`config.mk`:
```
export PLATFORM = sky130hd
export DESIGN_NAME = dmi_access_ctrl
export DESIGN_NICKNAME = d
export VERILOG_FILES = /design/src/rtl/dmi_access_ctrl.sv
export SDC_FILE = /design/constraint.sdc
export NUM_CORES = 1
export LEC_CHECK = 0
export CAP_MARGIN = 20
export CORE_MARGIN = 4
export CORE_UTILIZATION = 25
export DETAILED_ROUTE_END_ITERATION = 6
export PLACE_DENSITY = 0.58
export SLEW_MARGIN = 20
export SYNTH_ARGS = -nofsm -noshare
export SYNTH_HDL_FRONTEND = slang
export SYNTH_SLANG_ARGS = --single-unit
export TNS_END_PERCENT = 20
```
`constraint.sdc`:
```
create_clock -name sys_clk -period 1.64 [get_ports sys_clk]
set_input_delay 0.164 -clock sys_clk [delete_from_list [all_inputs] [get_ports sys_clk]]
set_output_delay 0.164 -clock sys_clk [all_outputs]
set_load 0.05 [all_outputs]
```
`src/rtl/dmi_access_ctrl.sv`:
```
// DTM-side DMI access controller: turns a dmi UPDATE into a single request
// to the Debug Module, waits for its response (with a timeout), holds the
// result for the next CAPTURE and keeps the sticky dmistat code.
module dmi_access_ctrl #(
    parameter int ABITS   = 7,
    parameter int TIMEOUT = 1023
) (
    input  logic             sys_clk,
    input  logic             sys_rstn,
    input  logic             dmi_update,
    input  logic [ABITS+33:0] dmi_wr_bits,
    input  logic             dmi_capture,
    output logic [ABITS+33:0] dmi_rd_bits,
    input  logic             dmireset,
    input  logic             dmihardreset,
    output logic [1:0]       dmistat,
    output logic             dmi_busy,
    output logic             dtm_req_valid,
    input  logic             dtm_req_ready,
    output logic [ABITS+33:0] dtm_req_bits,
    input  logic             dm_resp_valid,
    output logic             dm_resp_ready,
    input  logic [33:0]      dm_resp_bits
);

    localparam int RW = ABITS + 34;
    // counter only has to hold 0..TIMEOUT-1
    localparam int CW = (TIMEOUT < 2) ? 1 : $clog2(TIMEOUT);

    typedef enum logic [1:0] {IDLE, REQ, RESP} state_t;

    state_t          state, state_next;
    logic [CW-1:0]   cnt;
    logic [ABITS-1:0] last_addr;
    logic [31:0]     last_data;
    logic [1:0]      last_op;

    logic [1:0]      wr_op;
    logic            start, req_fire, resp_fire, tmo, set_fail, set_busy;

    assign wr_op         = dmi_wr_bits[1:0];
    assign dtm_req_valid = (state == REQ);
    assign dm_resp_ready = (state == RESP);
    assign dmi_busy      = (state != IDLE);

    // Next-state and per-cycle event strobes; hard reset overrides all transitions
    always_comb begin
        state_next = state;
        start      = 1'b0;
        req_fire   = 1'b0;
        resp_fire  = 1'b0;
        tmo        = 1'b0;
        set_fail   = 1'b0;
        if (dmihardreset) begin
            state_next = IDLE;
        end else begin
            case (state)
                IDLE: begin
                    // nop (0) and reserved (3) never reach the DM
                    if (dmi_update && dmistat == 2'd0 && (wr_op == 2'd1 || wr_op == 2'd2)) begin
                        start      = 1'b1;
                        state_next = REQ;
                    end
                end
                REQ: begin
                    if (dtm_req_ready) begin
                        req_fire   = 1'b1;
                        state_next = RESP;
                    end
                end
                RESP: begin
                    if (dm_resp_valid) begin
                        resp_fire  = 1'b1;
                        set_fail   = (dm_resp_bits[1:0] == 2'd2);
                        state_next = IDLE;
                    end else if (cnt == CW'(TIMEOUT - 1)) begin
                        tmo        = 1'b1;
                        set_fail   = 1'b1;
                        state_next = IDLE;
                    end
                end
                default: state_next = IDLE;
            endcase
        end
        // any scan access while a transaction is outstanding flags busy
        set_busy = (state != IDLE) && (dmi_update || dmi_capture);
    end

    // State register
    always_ff @(posedge sys_clk or negedge sys_rstn) begin
        if (!sys_rstn) state <= IDLE;
        else           state <= state_next;
    end

    // Request latch, timeout counter, result registers and sticky status
    always_ff @(posedge sys_clk or negedge sys_rstn) begin
        if (!sys_rstn) begin
            dtm_req_bits <= '0;
            dmi_rd_bits  <= '0;
            dmistat      <= 2'd0;
            cnt          <= '0;
            last_addr    <= '0;
            last_data    <= '0;
            last_op      <= 2'd0;
        end else if (dmihardreset) begin
            // the abandoned transaction leaves the last result untouched
            cnt     <= '0;
            dmistat <= 2'd0;
        end else begin
            if (start) dtm_req_bits <= dmi_wr_bits;

            if (req_fire || resp_fire || tmo) cnt <= '0;
            else if (state == RESP)           cnt <= cnt + 1'b1;

            if (resp_fire) begin
                last_addr <= dtm_req_bits[RW-1:34];
                last_data <= dm_resp_bits[33:2];
                last_op   <= dm_resp_bits[1:0];
            end else if (tmo) begin
                last_addr <= dtm_req_bits[RW-1:34];
                last_op   <= 2'd2;
            end

            // capture sees the status as it stood at the start of the cycle
            if (dmi_capture)
                dmi_rd_bits <= {last_addr, last_data,
                                (state != IDLE)     ? 2'd3 :
                                (dmistat != 2'd0)   ? dmistat : last_op};

            // first error wins; failure outranks busy raised in the same cycle
            if (dmireset)
                dmistat <= 2'd0;
            else if (dmistat == 2'd0) begin
                if (set_fail)      dmistat <= 2'd2;
                else if (set_busy) dmistat <= 2'd3;
            end
        end
    end

endmodule
```
==> results.yml <==
final_layout:
  nNetsFinal: 645
  diodes: 0
  postLayoutCellArea_mm2: 0.008414
  stdcell_count: 858
  area_growth_pct: 47.03
  drive_gt1_share_pct: 48.87
  most_frequent_standard_cell_in_the_layout_excluding_fill_and_tap_cells: "dfrtp_1"
  commonest_cells_after_routing_fill_and_taps_aside: "dfrtp_1 (136), buf_4 (102), clkdlybuf4s50_1 (81), mux2_4 (68), mux2_2 (49)"
synthesis:
  ys_dominant_reg_cell: "dfrtp_1"
  sequential_share_of_the_synthesized_area_pct: 59.90
  synth.cell_area_mm2: 0.005723
  synth_async_sr_flop_share_pct: 100.0
  syn-mean-instance-area_um2: 15.99
  synthesis.yosys.warnings: 0
  synth.ff_latch_count: 137
  synthCells: 358
  synthesis.nets: 443
  synth-edff-count: 0
  synth.lib_cells_used.distinct: 46
worst_setup_path:
  crit_type: "flip-flop to flip-flop"
  worstPathMaxFanout: 8
  critPathLaunchType: "flip-flop"
  required_ns: 1.93
  cp.arrival_ns: 1.92
  worst-r2r-cell-count: 3
  critical_path.endpoint_type: "flip-flop"
global_route:
  number_of_global_route_vias_before_repair: 3997
  pin_count_of_the_biggest_net_entering_global_routing: 53
  globalRouteTotalUtil_pct: 10.81
  antenna_found_initial: 0
  grt_pass1_wl_mm: 22.09
  globalRouteOverflowTotal: 0
power:
  pwr-share-comb_pct: 37.4
  power.switching_w: 0.005212
  sequentialPowerShare_pct: 34.8
  power_per_cell_area_mw_per_mm2: 1652
  switching_share_pct: 37.49
  intPower_w: 0.008689
  ir_drop_mv: 0.8761
  post-layout-total-power_w: 0.01390
  clock_power_share_pct: 27.8
  power_leakage_nw: 4.010
outcome:
  outcome: "finished clean"
timing:
  worst_clock_skew_ns: 0.008619
  slew_violations: 0
  slew_headroom_pct: 63.66
  max_freq_mhz: 613.8
  grt_setup_unrepaired: "yes"
  finalSetupViolations: 0
  hold_viol_final: 0
  period_minus_slack_ns: 1.629
  worst-slew-pin-transition_ns: 0.5451
  min_period_over_period_pct: 99.34
  smallest_hold_slack_ns: 0.2740
floorplanning:
  die_height_um: 159.3
  boundaryPins: 170
  placementRows: 55
  floorplan.core_area_mm2: 0.02257
  initial_core_util_pct: 25.35
  area_of_the_die_mm2: 0.02538
  die_x_um: 159.3
clock_tree:
  clock_latency_ns: 0.41
  clock_tree.buffer_depth: 2
  tritoncts_buffer_count: 17
  clk_pin_slew_worst_setup_hold_paths_ns: 0.06
  htree_num_levels: 4
  clock_tree_root_buffer_cell: "clkbuf_16"
  cts.sinks: 137
  cts_tree: "yes"
routing:
  post-route-drc-count: 0
  drt-total-wl_mm: 13.61
  first_pass_iters: 4
  vias_per_cell: 4.256
  ant_nets: 0
  drtIter0Drc: 206
  wire_per_inst_um: 15.86
  vias: 3652
placement:
  routabilityCongestion: 0.7770
  hpwlAfterDp_mm: 9.701
  detailed_place.area_mm2: 0.007739
  number_of_cells_after_detailed_placement: 823
  numPortBuffers: 169
run:
  max_cap_viol_count: 0
min_path:
  hold_class: "input pin to asynchronous set/reset pin"
[what timing repair did]
action                                 4_1_cts  5_1_grt
buffers inserted                             1        1
setup endpoints to repair                   17       56
pin swaps                                    2        2
resized for setup                            6        8
hold buffers                                 1        0
endpoints found under the hold margin       49        0
cloned                                       0        0
[cell usage after synthesis, drive strengths merged (2+ instances only)]
master	n	area [µm²]
a211oi	2	15.01
a21oi	4	20.02
and2	2	15.02
and3	3	18.77
buf	14	122.6
dfrtp	137	3428
ha	2	25.02
inv	3	11.26
mux2	118	1573
nand2	10	37.54
nand2b	3	26.27
nand4	5	46.29
nor2	17	87.58
nor2b	2	12.51
nor3	6	35.03
o211ai	2	15.01
o21ai	4	23.77
xnor2	3	26.28
xor2	5	43.79
[layout make-up]
class                   instances  area, µm²
inverters                       4      16.27
clock buffers                  20      456.7
multi-input cells             203       2203
clock inverters                12      140.1
flip-flops and latches        137       3430
well taps                     285      356.6
repair buffers                197       1812
fillers                      2147      14160
[worst max-delay path, stage by stage, from the launching register on]
cell and delay [ns]:
dfrtp_2 0.46, or3b_4 0.45, nor2_8 0.24, mux2_2 0.36
[sequential cells by signal, summed over array words and instances, names as in the netlist]
register / count
state: 2
dmi_rd_bits: 41
cnt: 10
dtm_req_bits: 41
last_addr: 7
last_op: 2
dmistat: 2
last_data: 32
[routing by layer]
layer  GRT usage, %  wire (µm)  share of wire [%]  vias to the layer above
met5              0          0                  0                        -
met4          3.511        163                1.2                        0
met3          3.987        965                7.1                       14
met2          16.03       6108                 45                      138
met1          14.72       6373                 47                     1827
li1               -          -                  -                     1673
[stage by stage]
stage / TNS (ns) / utilization (%) / setup slack, ns
6_report: 0 / 37.28 / 0.01089
5_1_grt: -0.4541 / 37.28 / -0.06459
4_1_cts: -0.002738 / 37.10 / -0.002738
3_5_place_dp: -13.85 / 34.28 / -0.1671
3_3_place_gp: -12.43 / 34.28 / -0.1486
2_1_floorplan: -0.7796 / - / -0.02276
[cell families (layout without fill, tap and decap cells)]
| kind of cell | count (synthesis) | in the layout | synth area share (%) |
|---|---|---|---|
| buffers and inverters | 18 | 233 | 2.405 |
| flip-flops | 137 | 137 | 59.90 |
| AO/OA/AOI/OAI | 19 | 19 | 2.492 |
| multiplexers | 119 | 119 | 27.66 |
| AND/OR/NAND/NOR | 55 | 55 | 5.881 |
| adder cells (fa/ha/maj) | 2 | 2 | 0.4372 |
| XOR/XNOR | 8 | 8 | 1.224 |
[path summary, 6_finish.rpt]
check	start	endpoint	slack [ns]
max	state[0]$_DFFE_PN0P_	last_addr[3]$_DFFE_PN0P_	0.01
min	sys_rstn	state[1]$_DFFE_PN0P_	0.27
max reg2reg	state[0]$_DFFE_PN0P_	last_addr[3]$_DFFE_PN0P_	0.01
min reg2reg	cnt[9]$_DFFE_PN0P_	cnt[9]$_DFFE_PN0P_	0.49
max in group asynchronous	sys_rstn	dtm_req_bits[5]$_DFFE_PN0P_	0.80
min in group sys_clk	dm_resp_bits[1]	last_op[1]$_DFFE_PN0P_	0.34
[power groups by stage]
stage	registers (W)	clock network, W	logic (W)
finish	0.00483	0.00386	0.00521
global route	0.00496	0.00414	0.00542
detailed placement	0.00487	0	0.00523
global placement	0.00484	0	0.00518
floorplan	0.00708	0	0.00125
CTS	0.00484	0.00401	0.00525
(Power assumes the default switching activity.)
